`src/rtl/fl_mark_extract_if.sv`:
```
// FrameLink link: a beat transfers when src_rdy_n and dst_rdy_n are both low.
interface fl_mark_extract_if #(
    parameter int DATA_WIDTH = 32
);
    localparam int REM_WIDTH = (DATA_WIDTH > 8) ? $clog2(DATA_WIDTH / 8) : 1;

    logic [DATA_WIDTH-1:0] data;
    logic [REM_WIDTH-1:0]  rem;
    logic                  sof_n;
    logic                  eof_n;
    logic                  sop_n;
    logic                  eop_n;
    logic                  src_rdy_n;
    logic                  dst_rdy_n;

    modport master (output data, rem, sof_n, eof_n, sop_n, eop_n, src_rdy_n, input dst_rdy_n);
    modport slave  (input data, rem, sof_n, eof_n, sop_n, eop_n, src_rdy_n, output dst_rdy_n);
endinterface

```
`src/rtl/fl_mark_extract.sv`:
```
// Pulls a SIZE-word mark out of each frame header at word OFFSET and presents it on a
// separate valid/ready port; all other words pass through with zero latency.
module fl_mark_extract #(
    parameter int DATA_WIDTH = 32,
    parameter int OFFSET     = 0,
    parameter int SIZE       = 1,
    parameter bit REMOVE     = 1'b1
) (
    input  logic                       clk,
    input  logic                       reset_n,
    fl_mark_extract_if.slave           rx,
    fl_mark_extract_if.master          tx,
    output logic [SIZE*DATA_WIDTH-1:0] mark,
    output logic                       mark_vld,
    output logic                       mark_err,
    input  logic                       mark_rdy
);
    localparam int CNT_MAX = (OFFSET > SIZE) ? OFFSET : SIZE;
    localparam int CNT_W   = $clog2(CNT_MAX + 1);

    typedef enum logic [1:0] {IDLE, PRE, MARK, PASS} state_t;

    state_t                     state;
    state_t                     state_next;
    logic [CNT_W-1:0]           cnt;
    logic [CNT_W-1:0]           cnt_next;
    logic [CNT_W-1:0]           mark_idx;
    logic                       pend_sof;
    logic                       pend_sop;
    logic [SIZE*DATA_WIDTH-1:0] mark_next;
    logic                       mark_free;
    logic                       is_sof;
    logic                       is_eof;
    logic                       in_mark;
    logic                       short_hdr;
    logic                       drop;
    logic                       gate;
    logic                       rx_xfer;
    logic                       capture;
    logic                       mark_done;

    // With OFFSET=0 the SOF word itself is mark word 0, so it is classified before the FSM moves.
    assign mark_free = !mark_vld || mark_rdy;
    assign is_sof    = !rx.sof_n;
    assign is_eof    = !rx.eof_n;
    assign in_mark   = (state == MARK) || ((state == IDLE) && is_sof && (OFFSET == 0));
    assign mark_idx  = (state == MARK) ? cnt : '0;
    assign short_hdr = in_mark && (!rx.eop_n || is_eof);
    assign drop      = in_mark && REMOVE && !short_hdr;
    assign gate      = in_mark && !mark_free;
    assign rx_xfer   = !rx.src_rdy_n && !rx.dst_rdy_n;
    assign capture   = rx_xfer && in_mark;
    assign mark_done = capture && (short_hdr || (mark_idx == CNT_W'(SIZE - 1)));

    always_comb begin
        tx.data  = rx.data;
        tx.rem   = rx.rem;
        tx.eof_n = rx.eof_n;
        tx.eop_n = rx.eop_n;
        tx.sof_n = rx.sof_n & ~pend_sof;
        tx.sop_n = rx.sop_n & ~pend_sop;
        if (!reset_n) begin
            tx.src_rdy_n = 1'b1;
            rx.dst_rdy_n = 1'b1;
        end else if (drop) begin
            tx.src_rdy_n = 1'b1;
            rx.dst_rdy_n = !mark_free;
        end else begin
            tx.src_rdy_n = rx.src_rdy_n | gate;
            rx.dst_rdy_n = tx.dst_rdy_n | gate;
        end
    end

    // OFFSET=1 goes straight to MARK: the SOF word already is the single header word to skip.
    always_comb begin
        state_next = state;
        cnt_next   = cnt;
        if (rx_xfer) begin
            case (state)
                IDLE: begin
                    if (is_sof) begin
                        if (OFFSET == 0) begin
                            if (mark_done) begin
                                state_next = PASS;
                            end else begin
                                state_next = MARK;
                                cnt_next   = CNT_W'(1);
                            end
                        end else if (OFFSET == 1) begin
                            state_next = MARK;
                            cnt_next   = '0;
                        end else begin
                            state_next = PRE;
                            cnt_next   = CNT_W'(1);
                        end
                    end
                end
                PRE: begin
                    if (cnt == CNT_W'(OFFSET - 1)) begin
                        state_next = MARK;
                        cnt_next   = '0;
                    end else begin
                        cnt_next = cnt + CNT_W'(1);
                    end
                end
                MARK: begin
                    if (mark_done) begin
                        state_next = PASS;
                        cnt_next   = '0;
                    end else begin
                        cnt_next = cnt + CNT_W'(1);
                    end
                end
                default: begin
                end
            endcase
            if (is_eof) begin
                state_next = IDLE;
                cnt_next   = '0;
            end
        end
    end

    // Word 0 wipes the other slices so a truncated mark reads back as zeros.
    always_comb begin
        mark_next = (mark_idx == '0) ? '0 : mark;
        for (int k = 0; k < SIZE; k++) begin
            if (mark_idx == CNT_W'(k)) begin
                mark_next[k*DATA_WIDTH +: DATA_WIDTH] = rx.data;
            end
        end
    end

    always_ff @(posedge clk or negedge reset_n) begin
        if (!reset_n) begin
            state    <= IDLE;
            cnt      <= '0;
            pend_sof <= 1'b0;
            pend_sop <= 1'b0;
            mark     <= '0;
            mark_vld <= 1'b0;
            mark_err <= 1'b0;
        end else begin
            state <= state_next;
            cnt   <= cnt_next;
            if (capture) begin
                mark <= mark_next;
            end
            if (mark_done) begin
                mark_vld <= 1'b1;
                mark_err <= short_hdr;
            end else if (mark_vld && mark_rdy) begin
                mark_vld <= 1'b0;
                mark_err <= 1'b0;
            end
            if (rx_xfer) begin
                if (drop) begin
                    pend_sof <= pend_sof | is_sof;
                    pend_sop <= pend_sop | !rx.sop_n;
                end else begin
                    pend_sof <= 1'b0;
                    pend_sop <= 1'b0;
                end
            end
        end
    end
endmodule

```
`src/flat_wrapper.sv`:
```
// flat-port wrapper written by rule: the top's interface ports become plain ports
module fl_mark_extract_flat 
#(
    parameter int DATA_WIDTH = 32,
    parameter int OFFSET     = 0,
    parameter int SIZE       = 1,
    parameter bit REMOVE     = 1'b1
)
  (clk, reset_n, mark, mark_vld, mark_err, mark_rdy, rx_data, rx_rem, rx_sof_n, rx_eof_n, rx_sop_n, rx_eop_n, rx_src_rdy_n, rx_dst_rdy_n, tx_data, tx_rem, tx_sof_n, tx_eof_n, tx_sop_n, tx_eop_n, tx_src_rdy_n, tx_dst_rdy_n);
  fl_mark_extract_if #(.DATA_WIDTH(DATA_WIDTH)) rx_i ();
  fl_mark_extract_if #(.DATA_WIDTH(DATA_WIDTH)) tx_i ();
  input  logic clk;
  input  logic reset_n;
  output logic [SIZE*DATA_WIDTH-1:0] mark;
  output logic mark_vld;
  output logic mark_err;
  input  logic mark_rdy;
  input wire logic [$bits(rx_i.data)-1:0] rx_data;
  input wire logic [$bits(rx_i.rem)-1:0] rx_rem;
  input wire logic [$bits(rx_i.sof_n)-1:0] rx_sof_n;
  input wire logic [$bits(rx_i.eof_n)-1:0] rx_eof_n;
  input wire logic [$bits(rx_i.sop_n)-1:0] rx_sop_n;
  input wire logic [$bits(rx_i.eop_n)-1:0] rx_eop_n;
  input wire logic [$bits(rx_i.src_rdy_n)-1:0] rx_src_rdy_n;
  output wire logic [$bits(rx_i.dst_rdy_n)-1:0] rx_dst_rdy_n;
  output wire logic [$bits(tx_i.data)-1:0] tx_data;
  output wire logic [$bits(tx_i.rem)-1:0] tx_rem;
  output wire logic [$bits(tx_i.sof_n)-1:0] tx_sof_n;
  output wire logic [$bits(tx_i.eof_n)-1:0] tx_eof_n;
  output wire logic [$bits(tx_i.sop_n)-1:0] tx_sop_n;
  output wire logic [$bits(tx_i.eop_n)-1:0] tx_eop_n;
  output wire logic [$bits(tx_i.src_rdy_n)-1:0] tx_src_rdy_n;
  input wire logic [$bits(tx_i.dst_rdy_n)-1:0] tx_dst_rdy_n;
  assign rx_i.data = rx_data;
  assign rx_i.rem = rx_rem;
  assign rx_i.sof_n = rx_sof_n;
  assign rx_i.eof_n = rx_eof_n;
  assign rx_i.sop_n = rx_sop_n;
  assign rx_i.eop_n = rx_eop_n;
  assign rx_i.src_rdy_n = rx_src_rdy_n;
  assign rx_dst_rdy_n = rx_i.dst_rdy_n;
  assign tx_data = tx_i.data;
  assign tx_rem = tx_i.rem;
  assign tx_sof_n = tx_i.sof_n;
  assign tx_eof_n = tx_i.eof_n;
  assign tx_sop_n = tx_i.sop_n;
  assign tx_eop_n = tx_i.eop_n;
  assign tx_src_rdy_n = tx_i.src_rdy_n;
  assign tx_i.dst_rdy_n = tx_dst_rdy_n;
  fl_mark_extract #(.DATA_WIDTH(DATA_WIDTH), .OFFSET(OFFSET), .SIZE(SIZE), .REMOVE(REMOVE)) u_core (.clk(clk), .reset_n(reset_n), .rx(rx_i), .tx(tx_i), .mark(mark), .mark_vld(mark_vld), .mark_err(mark_err), .mark_rdy(mark_rdy));
endmodule
```
`config.mk`:
```
export PLATFORM = sky130hd
export DESIGN_NAME = fl_mark_extract_flat
export DESIGN_NICKNAME = d
export VERILOG_FILES = /design/src/rtl/fl_mark_extract_if.sv /design/src/rtl/fl_mark_extract.sv /design/src/flat_wrapper.sv
export SDC_FILE = /design/constraint.sdc
export NUM_CORES = 1
export LEC_CHECK = 0
export BUFFER_PORTS_ARGS = -buffer_cell sky130_fd_sc_hd__buf_2
export CAP_MARGIN = 10
export CELL_PAD_IN_SITES_DETAIL_PLACEMENT = 2
export CELL_PAD_IN_SITES_GLOBAL_PLACEMENT = 2
export CORE_ASPECT_RATIO = 0.9
export CORE_MARGIN = 10
export CORE_UTILIZATION = 29
export CTS_CLUSTER_DIAMETER = 150
export CTS_CLUSTER_SIZE = 20
export DETAILED_ROUTE_END_ITERATION = 12
export PLACE_DENSITY_LB_ADDON = 0.05
export SLEW_MARGIN = 10
export SYNTH_ARGS = -nofsm -noshare
export SYNTH_HDL_FRONTEND = slang
export SYNTH_SLANG_ARGS = --single-unit
```
`constraint.sdc`:
```
create_clock -name clk -period 3.99 [get_ports clk]
set_input_delay 0 -clock clk [delete_from_list [all_inputs] [get_ports clk]]
set_output_delay 0 -clock clk [all_outputs]
set_load 0.05 [all_outputs]
```
==> summary.md, run 1 <==
| Metric | Value |
|---|---|
| Layout net count | 330 |
| Pwr Density | slightly below 800 nW/um^2 |
| Cells after Synth | between 150 and 200 |
| Drt first pass iters | 2 |
| Register area share after synthesis | between 40% and 50% |
| Setup CP Type | flip-flop to flip-flop |
| Syn-to-layout area delta | 35.9% |
| Worst min path class | input pin to output port |
| RSZ-0062 raised after global routing | no |
| Die Ht | about 100 um |
| DRT Wirelength | 6910 um |
| Root Driver | clkbuf_8 |
| Initial antenna violation count | 0 |
| Postcts setup bufs | 0 |
| Filler Cell Count | between 700 and 800 |
| Final Instance Count excl. Fillers | approximately 380 |
| Final Power | roughly 2.4 mW |
| Clock-pin slew on the worst setup and hold paths | roughly 90 ps |
| Seq cells post-synth | 39 |
| Skew-Pair Late Insertion Delay | roughly 290 ps |
| Slew headroom | 58.6% |
| Biggest area consumer among synthesized cells | dfrtp_1 |
| Share of cells above drive strength 1 | a little under three fifths |
| Synth Cell Area | between 2000 and 2500 sq um |
| Initial DRC count | between 50 and 60 |
| WHS Path Cells | 0 |
| Critical path endpoint category | flip-flop |
| Die area | ~11000 sq um |
| Fin Hold WS | about 0.018 ps |
| Cell row count | 30 |
| Htree depth | 2 |
| Vias in the first global route | approximately 2000 |
| Port-buffer cells | around 110 |
| Global route overflow | 0 |
| CP Launch Type | flip-flop |
| First-pass GRT wire length | 11000 um |
| Ys async rst share | 100% |
| Diodes inserted | 0 |
| Pins Over Slew Limit | 0 |
| Worst Path Arrival | 2450 ps |
| CTS Buffer Depth | 2 |
| I/O Pins | roughly 120 |
| Register-to-Register Path Depth | 6 |
| # resized after CTS | 0 |
| Total GRT Usage | roughly an eighth |
| Post-route cell area | between 2000 and 3000 sq um |
| CTS tree | built |
| Via Count | 1695 |
| Synth top area cells | dfrtp_1 (44%), mux2_4 (20%), buf_4 (12%) |
| Hold buffer count at cts | 33 |
| Period minus WS final | between 2000 and 2500 ps |
| Worst IR drop on VDD | 316 uV |
| Final ANT Viol Nets | 0 |
| Worst Path Max Fanout | 33 |
| Worst Path Required | around 4200 ps |
| Remaining routing DRC violations | 0 |
| Final period utilization | 57.1% |
| Avg Synthesized Cell Area | 12.9 sq um |
| Starting density of the core | just under 30% |
| Endpoints failing hold | 0 |
| WL/cell | between 15 and 20 um |
| TNS Setup | 0 ps |
| Fmax | 439 MHz |
| Die X | 112 um |
| Mean number of vias per cell | roughly 4.4 |
| Netlist cell types | 38 |
| CTS Buf Count | 5 |
| Post-DP HPWL | approximately 5000 um |
| Area share of the largest cell type after synthesis | between 40% and 50% |
| Area after DPL | around 2500 sq um |
| Routability cong. | 0.716 |
| Number of synthesized flops with an enable pin | 0 |
| Post-Place Cells | between 300 and 400 |
| Max-cap violation count | 0 |
| Setup violators final | 0 |
| Placeable Area | between 7000 and 8000 sq um |
| Worst-margin pin slew | slightly above 600 ps |
| Status | completed |
| Largest net degree at the start of global routing | between 40 and 50 |
| YS warnings | 0 |
| Syn nets | between 200 and 250 |
| Ys flop type | dfrtp_1 |
| Leak | roughly 1.5 nW |
| Clk_skew | 11.5 ps |
| Clk sinks | 39 |
## final cells by class
cell class | count | area (sq um) | share of cell area, %
clock buffers | 5 | 68.8 | 2.30
clock inverters | 3 | 43.8 | 1.46
inverters | 4 | 15.0 | 0.502
well taps | 96 | 120 | 4.02
repair buffers | 146 | 898 | 30.0
multi-input cells | 88 | 870 | 29.1
flip-flops and latches | 39 | 976 | 32.6
## metrics by stage
stage	worst slack, ps	utilization [%]
detailed placement	1700	34.1
global route	1570	40.1
CTS	1690	40.1
global placement	1780	34.1
finish	1710	40.1
floorplan	2140	-
## cell families (layout without fill, tap and decap cells)
family,after synthesis,in the layout,synth area share [%]
AOI/OAI and AO/OA,22,22,7.73
adders and majority gates,3,3,1.70
buffers and inverters,44,158,16.2
DFF,39,39,44.3
muxes,32,32,21.3
and+or+nand+nor,31,31,8.75
## cells in the final DEF (no fill, tap or decap), drive strengths merged, types with 3 or more instances in the layout
master and instances:
a21oi 5, dfrtp 39, clkbuf 5, nand3 4, nand2b 4, dlygate4sd3 33
mux2 32, nand2 7, ha 3, buf 113, nor2b 4, inv 4
## final timing paths
| kind | from | to | slack [ps] |
|---|---|---|---|
| min | rx_rem[1] | tx_rem[1] | 0.02 |
| min reg2reg | u_core.mark[2] | u_core.mark[2] | 510 |
| max | u_core.state[0] | u_core.mark[2] | 1710 |
| max in group asynchronous | reset_n | u_core.mark[5] | 3210 |
| max reg2reg | u_core.state[0] | u_core.mark[2] | 1710 |
| min in group asynchronous | reset_n | u_core.mark_vld | 410 |
## synthesized netlist by cell type (2+ instances only)
master,n
a22o_1,2
nand2b_1,4
or2b_1,2
mux2_4,29
nand2_1,6
mux2_2,3
nand4_1,2
dfrtp_1,39
nand3_1,4
buf_4,36
a21oi_1,4
buf_12,3
ha_1,3
nand4b_1,2
nor2_1,2
inv_1,4
nor2b_1,4
o21ai_0,2
## registers in the layout (all words and copies together) (netlist names)
| name | flops |
|---|---|
| u_core.mark_err | 1 |
| u_core.mark | 32 |
| u_core.mark_vld | 1 |
| u_core.cnt | 1 |
| u_core.pend_sof | 1 |
| u_core.state | 2 |
| u_core.pend_sop | 1 |
## per-layer routing
metal	track usage [%]	vias up	part of all wire [%]
met5	0	-	0
met1	13.9	838	43
met2	19.4	69	47
li1	-	786	-
met3	5.29	2	9.9
met4	2.67	0	0.36
## worst max-delay path, cell delays in order, from the launching register on
cell,delay (ps)
dfrtp_1,400
inv_1,110
ha_1,310
inv_1,200
nand2_2,120
and3_4,590
mux2_2,400
## where the power goes
part	leakage, nW	switching (mW)	total (mW)	internal [mW]
combinational	0.968	0.922	1.35	0.425
sequential	0.484	0.101	0.673	0.572
clock	0.0581	0.150	0.337	0.186
(Power assumes the default switching activity.)
==> run 2: changes to the inputs <==
--- a/config.mk
+++ b/config.mk
@@ -5,13 +5,14 @@
 export SDC_FILE = /design/constraint.sdc
 export NUM_CORES = 1
 export LEC_CHECK = 0
+export ABC_AREA = 1
 export BUFFER_PORTS_ARGS = -buffer_cell sky130_fd_sc_hd__buf_2
 export CAP_MARGIN = 10
 export CELL_PAD_IN_SITES_DETAIL_PLACEMENT = 2
 export CELL_PAD_IN_SITES_GLOBAL_PLACEMENT = 2
 export CORE_ASPECT_RATIO = 0.9
 export CORE_MARGIN = 10
-export CORE_UTILIZATION = 29
+export CORE_UTILIZATION = 23
 export CTS_CLUSTER_DIAMETER = 150
 export CTS_CLUSTER_SIZE = 20
 export DETAILED_ROUTE_END_ITERATION = 12
==> constraint.sdc (replaced) <==
create_clock -name clk -period 2.14 [get_ports clk]
set_input_delay 0 -clock clk [delete_from_list [all_inputs] [get_ports clk]]
set_output_delay 0 -clock clk [all_outputs]
set_load 0.05 [all_outputs]
==> run 2 against run 1 <==
Sequential cell count unchanged. Count of clock-buffer cells in the layout is the same. Sequential power increased by 83%. Area after synthesis decreased by 6.6%. First-iteration DRC count rose by 21%. Global-route usage shrank 0.55 points. Die area up 14%. Hold slack barely moved. Via count rose by 13%. Routed wire length is 5.1% higher. Maximum frequency rose by 19%. Critical path type unchanged. Highest routed layer unchanged.
==> summary.md, run 2 <==
| Metric | Value |
|---|---|
| CP Launch Type | flip-flop |
| Slew headroom | 64.2% |
| Final period utilization | about nine tenths |
| YS warnings | 0 |
| RSZ-0062 raised after global routing | no |
| Worst R2R Setup Slack | around 230 ps |
| Leak | approximately 1.7 nW |
| Filler Cell Count | between 1000 and 1500 |
| Synth top area cells | dfrtp_1 (47%), nand2_1 (21%), buf_4 (14%) |
| Biggest regs | u_core.mark x32, u_core.state x2 |
| CTS Buf Count | 5 |
| Setup CP Type | flip-flop to flip-flop |
| Die area | between 10000 and 15000 sq um |
| Period minus WS final | between 1500 and 2000 ps |
| Avg Synthesized Cell Area | slightly above 8 sq um |
| Most common cell after layout, fill and taps aside | nand2_1 |
| Number of synthesized flops with an enable pin | 0 |
| Register-to-Register Path Depth | 12 |
| Count leader, synth | nand2_1 |
| Pins Over Slew Limit | 0 |
| Highest Signal Layer | met4 |
| RR Startpoint | u_core.state[0] |
| Critical path endpoint category | flip-flop |
| DRT Wirelength | between 7000 and 8000 um |
| Placeable Area | 8650 sq um |
| Worst Path Arrival | ~2200 ps |
| CTS Buffer Depth | 2 |
| Largest net degree at the start of global routing | a little over 40 |
| Worst Path Max Fanout | 23 |
| Clk_skew | 5.68 ps |
| Initial antenna violation count | 0 |
| Routability cong. | 0.667 |
| Reg2Reg Capture Point | u_core.mark[24] |
| Area share of the largest cell type after synthesis | between 40% and 50% |
| Post-DP HPWL | between 5000 and 6000 um |
| Via Count | a little under 2000 |
| Final ANT Viol Nets | 0 |
| Post-Place Cells | 441 |
| Ys flop type | dfrtp_1 |
| Fin Hold WS | around 0.022 ps |
| Max reg flops | 32 |
| Cell row count | 32 |
| Layout net count | 411 |
| Worst hold start | rx_rem[0] |
| CTS tree | built |
| Htree depth | 2 |
| Remaining routing DRC violations | 0 |
| Max-cap violation count | 0 |
| Synth Cell Area | 2060 sq um |
| Vias in the first global route | 2182 |
| Cells after Synth | 250 |
| Endpoints failing hold | 0 |
| Worst Path Required | 2370 ps |
| Pre-CTS WS | roughly 70 ps |
| Syn nets | 296 |
| WL/cell | around 15 um |
| Setup violators final | 0 |
| Area after DPL | 2460 sq um |
| Syn-to-layout area delta | 42.9% |
| Netlist cell types | 22 |
| First-pass GRT wire length | roughly 12000 um |
| Root Driver | clkbuf_8 |
| Clock-pin slew on the worst setup and hold paths | approximately 80 ps |
| Total GRT Usage | 11.2% |
| Worst min path class | input pin to output port |
| Initial DRC count | 63 |
| Clk sinks | 39 |
| Pwr Density | between 1000 and 1500 nW/um^2 |
| Most flops, register | u_core.mark |
| TNS Setup | 0 ps |
| M1 wire length | about 3000 um |
| Global route overflow | 0 |
| Register area share after synthesis | a little under half |
| Post-route cell area | approximately 2900 sq um |
| Ys async rst share | 100% |
| Mean number of vias per cell | 3.96 |
| Status | completed |
| Worst-margin pin slew | 538 ps |
| Synth cell count leaders | nand2_1 (116), dfrtp_1 (39), buf_4 (38) |
| Share of cells above drive strength 1 | a little under two fifths |
| Most frequent cells in the layout | nand2_1 (116), buf_2 (112), dfrtp_1 (39), dlygate4sd3_1 (34), inv_1 (16) |
| I/O Pins | roughly 120 |
| Die Ht | around 110 um |
| Biggest area consumer among synthesized cells | dfrtp_1 |
| Final Instance Count excl. Fillers | slightly below 500 |
| Fmax | about 520 MHz |
| Seq cells post-synth | 39 |
| Worst setup path startpoint | u_core.state[0] |
| Worst Setup EP | u_core.mark[24] |
| Diodes inserted | 0 |
| Port-buffer cells | about 110 |
| Met3 Wirelength | approximately 470 um |
| Worst IR drop on VDD | 403 uV |
| Met2 Wirelength | 3700 um |
| Die X | 120 um |
| Starting density of the core | a little under a quarter |
| Skew-Pair Late Insertion Delay | 290 ps |
| Slack of the critical path | 226 ps |
| Drt first pass iters | 4 |
[run 2: cell count changes in the layout (fill, tap and decap cells not counted), moves of 3 or more]
cell / delta
a21oi_1: -3
mux2_2: -3
mux2_4: -29
inv_1: +12
nand2b_1: -4
nand2_1: +110
nor2b_1: -4
nor2_1: +4
[run 2: cell type report]
cell class / count / area, sq um / area share [%]
flip-flops and latches: 39 / 976 / 33.2
repair buffers: 150 / 943 / 32.1
multi-input cells: 150 / 682 / 23.2
well taps: 119 / 149 / 5.07
inverters: 19 / 76.3 / 2.60
clock buffers: 5 / 68.8 / 2.34
clock inverters: 3 / 43.8 / 1.49
[run 2: worst min-delay path by stage]
stage / depth (start not counted) / end
CTS: 0 / tx_rem[1]
floorplan: 0 / u_core.cnt
global placement: 0 / tx_rem[1]
global route: 0 / tx_rem[0]
finish: 0 / tx_rem[0]
detailed placement: 0 / tx_rem[1]
[run 2: worst max-delay path, cell delays in order, from the launching register on]
cell and delay, ps:
dfrtp_1 370, inv_1 70, ha_1 250, inv_2 110, nand2_4 90, nand2_2 80, nand2_2 70, nor2_4 180
nand3_4 130, nor2_8 180, buf_12 180, nand2_1 80, nand2_1 70
[run 2: cell families (layout without fill, tap and decap cells)]
| kind of cell | after synthesis | in the layout | share of synthesized area (%) |
|---|---|---|---|
| AOI/OAI and AO/OA | 11 | 11 | 3.16 |
| buffers and inverters | 61 | 177 | 19.6 |
| DFF | 39 | 39 | 47.4 |
| adders and majority gates | 3 | 3 | 1.83 |
| and+or+nand+nor | 136 | 136 | 27.9 |
[run 2: what timing repair did]
action / 4_1_cts / 5_1_grt
hold endpoints to repair: 72 / 0
gates resized for setup: 0 / 3
endpoints found under the setup margin: 0 / 35
buffers inserted: 0 / 2
hold buffers: 34 / 0
[run 2: stage by stage]
step	power (mW)	utilization (%)
4_1_cts	4.38	33.7
5_1_grt	4.63	34.0
3_3_place_gp	3.63	28.5
2_1_floorplan	3.08	-
3_5_place_dp	3.67	28.5
6_report	4.30	34.0
[run 2: routing by layer]
metal  GRT usage (%)  vias to the layer above
met2            19.9                       55
met1            13.0                      910
met4            2.84                        0
met3            3.54                        7
li1                -                      949
met5               0                        -
[run 2: power breakdown]
part | internal (mW) | switching [mW]
clock network | 0.348 | 0.284
logic | 0.559 | 1.87
registers | 1.06 | 0.172
total | 1.97 | 2.33
==> run 3: changes to the inputs <==
--- a/config.mk
+++ b/config.mk
@@ -16,6 +16,7 @@
 export CTS_CLUSTER_DIAMETER = 150
 export CTS_CLUSTER_SIZE = 20
 export DETAILED_ROUTE_END_ITERATION = 12
+export HOLD_SLACK_MARGIN = 0.1
 export PLACE_DENSITY_LB_ADDON = 0.05
 export SLEW_MARGIN = 10
 export SYNTH_ARGS = -nofsm -noshare
==> run 3 against run 2 <==
Count of clock-buffer cells in the layout unchanged. Sequential cell count unchanged. Maximum frequency down 0.14%. Total power up 0.53%. First-iteration DRC count up 3.2%. Global-route usage up 0.30 points. Routed wire length up 2.8%. Combinational power about the same. Final area up 1.7%. Largest cell class is now non-clock buffers. Largest power group unchanged.
==> summary.md, run 3 (synthesized netlist as in run 2, its figures left out) <==
| Metric | Value |
|---|---|
| Status | completed |
| Mean number of vias per cell | approximately 4.0 |
| Diodes inserted | 0 |
| M1 wire length | 3130 um |
| Worst min path class | input pin to flip-flop |
| Leak | between 1.5 and 2 nW |
| Cell row count | 32 |
| Skew-Pair Late Insertion Delay | around 300 ps |
| Worst-margin pin slew | between 500 and 600 ps |
| Total GRT Usage | between 10% and 20% |
| CP cell instances | inv_1 -> ha_1 -> inv_2 -> nand2_4 -> nand2_2 -> nand2_2 -> nor2_4 -> nand3_4 -> nor2_8 -> buf_12 -> nand2_1 -> nand2_1 |
| Met2 Wirelength | ~3800 um |
| Max-cap violation count | 0 |
| Clock-pin slew on the worst setup and hold paths | 80 ps |
| Final period utilization | 89.6% |
| Met3 Wirelength | between 400 and 500 um |
| TNS Setup | 0 ps |
| Worst R2R Setup Slack | ~220 ps |
| Biggest regs | u_core.mark x32, u_core.state x2 |
| Remaining routing DRC violations | 0 |
| Setup violators final | 0 |
| Placeable Area | 8650 sq um |
| First-pass GRT wire length | roughly 12000 um |
| CP max stage cell | dfrtp_1 |
| Pins Over Slew Limit | 0 |
| Final ANT Viol Nets | 0 |
| DRT Wirelength | around 7500 um |
| Syn-to-layout area delta | 45.3% |
| Routability cong. | 0.667 |
| CP bufs+invs | 3 |
| I/O Pins | 117 |
| Fmax | 522 MHz |
| Pwr Density | 1440 nW/um^2 |
| Period minus WS final | between 1500 and 2000 ps |
| Port-buffer cells | roughly 110 |
| Crit path depth | 12 |
| Worst Path Max Fanout | 23 |
| Pre-CTS WS | 71.6 ps |
| Slew headroom | 64.3% |
| Layout net count | ~420 |
| Share of cells above drive strength 1 | between 30 and 40% |
| Clk_skew | 9.57 ps |
| WHS Path Cells | 4 |
| Post-DP HPWL | 5450 um |
| Die area | about 13000 sq um |
| CTS tree | built |
| WL/cell | between 15 and 20 um |
| Drt first pass iters | 4 |
| Fin Hold WS | 113 ps |
| Worst IR drop on VDD | just over 400 uV |
| CTS Buffer Depth | 2 |
| Most flops, register | u_core.mark |
| Global route overflow | 0 |
| Worst Path Arrival | around 2200 ps |
| Slowest stage delay, CP | approximately 370 ps |
| Vias in the first global route | around 2200 |
| RSZ-0062 raised after global routing | no |
| Max reg flops | 32 |
| Starting density of the core | between 20% and 30% |
| Htree depth | 2 |
| Register-to-Register Path Depth | 12 |
| CTS Buf Count | 5 |
| Initial antenna violation count | 0 |
| Most frequent cells in the layout | nand2_1 (116), buf_2 (112), dlygate4sd3_1 (39), dfrtp_1 (39), inv_1 (16) |
| Die X | roughly 120 um |
| Die Ht | between 100 and 150 um |
| Setup CP Type | flip-flop to flip-flop |
| Largest net degree at the start of global routing | 41 |
| Slack of the critical path | between 200 and 250 ps |
| Most common cell after layout, fill and taps aside | nand2_1 |
| Clk sinks | 39 |
| Highest Signal Layer | met4 |
| Initial DRC count | between 60 and 70 |
| Root Driver | clkbuf_8 |
| Worst Path Required | 2370 ps |
| Critical path endpoint category | flip-flop |
| CP Launch Type | flip-flop |
| Final Power | approximately 4.3 mW |
| Via Count | 1941 |
| Endpoints failing hold | 0 |
| CP top delay family | simple AND/OR/NAND/NOR gates |
[run 3: final timing paths]
path	to	start
setup / recovery	u_core.mark[24]	u_core.state[0]
hold / removal	u_core.pend_sof	rx_sof_n
setup reg to reg	u_core.mark[24]	u_core.state[0]
hold reg to reg	u_core.mark[0]	u_core.mark[0]
max in group asynchronous	u_core.mark[19]	reset_n
min in group asynchronous	u_core.mark[10]	reset_n
[run 3: repair_timing]
action,in CTS,in global routing
setup endpoints to repair,0,35
hold buffers,39,0
gates resized for setup,0,3
setup buffers,0,2
endpoints found under the hold margin,78,0
[run 3: cell type report]
type	instances	area [sq um]
well taps	119	149
fillers	1029	5660
inverters	19	76.3
flip-flops and latches	39	976
repair buffers	155	993
multi-input cells	150	682
clock buffers	5	68.8
clock inverters	3	43.8
[run 3: metrics by stage]
step	utilization (%)	instances	instance area, sq um
2_1_floorplan	-	250	2060
3_3_place_gp	28.5	441	2460
3_5_place_dp	28.5	441	2460
4_1_cts	34.3	488	2970
5_1_grt	34.6	490	2990
6_report	34.6	490	2990
[run 3: worst min-delay path, delay by kind of cell]
family / cells / cell delay, ps
compound gates: 1 / 90
simple gates: 1 / 140
buf+inv: 2 / 130
[run 3: routing by layer]
layer  GRT usage (%)  vias up
li1                -      959
met1            13.3      919
met2            20.5       57
met3            3.59        6
met4            2.84        0
met5               0        -
[run 3: power breakdown]
group | total, mW | leakage [nW] | switching, mW | internal (mW)
combinational | 2.45 | 1.13 | 1.88 | 0.565
clock | 0.636 | 0.0581 | 0.289 | 0.348
sequential | 1.23 | 0.491 | 0.172 | 1.06
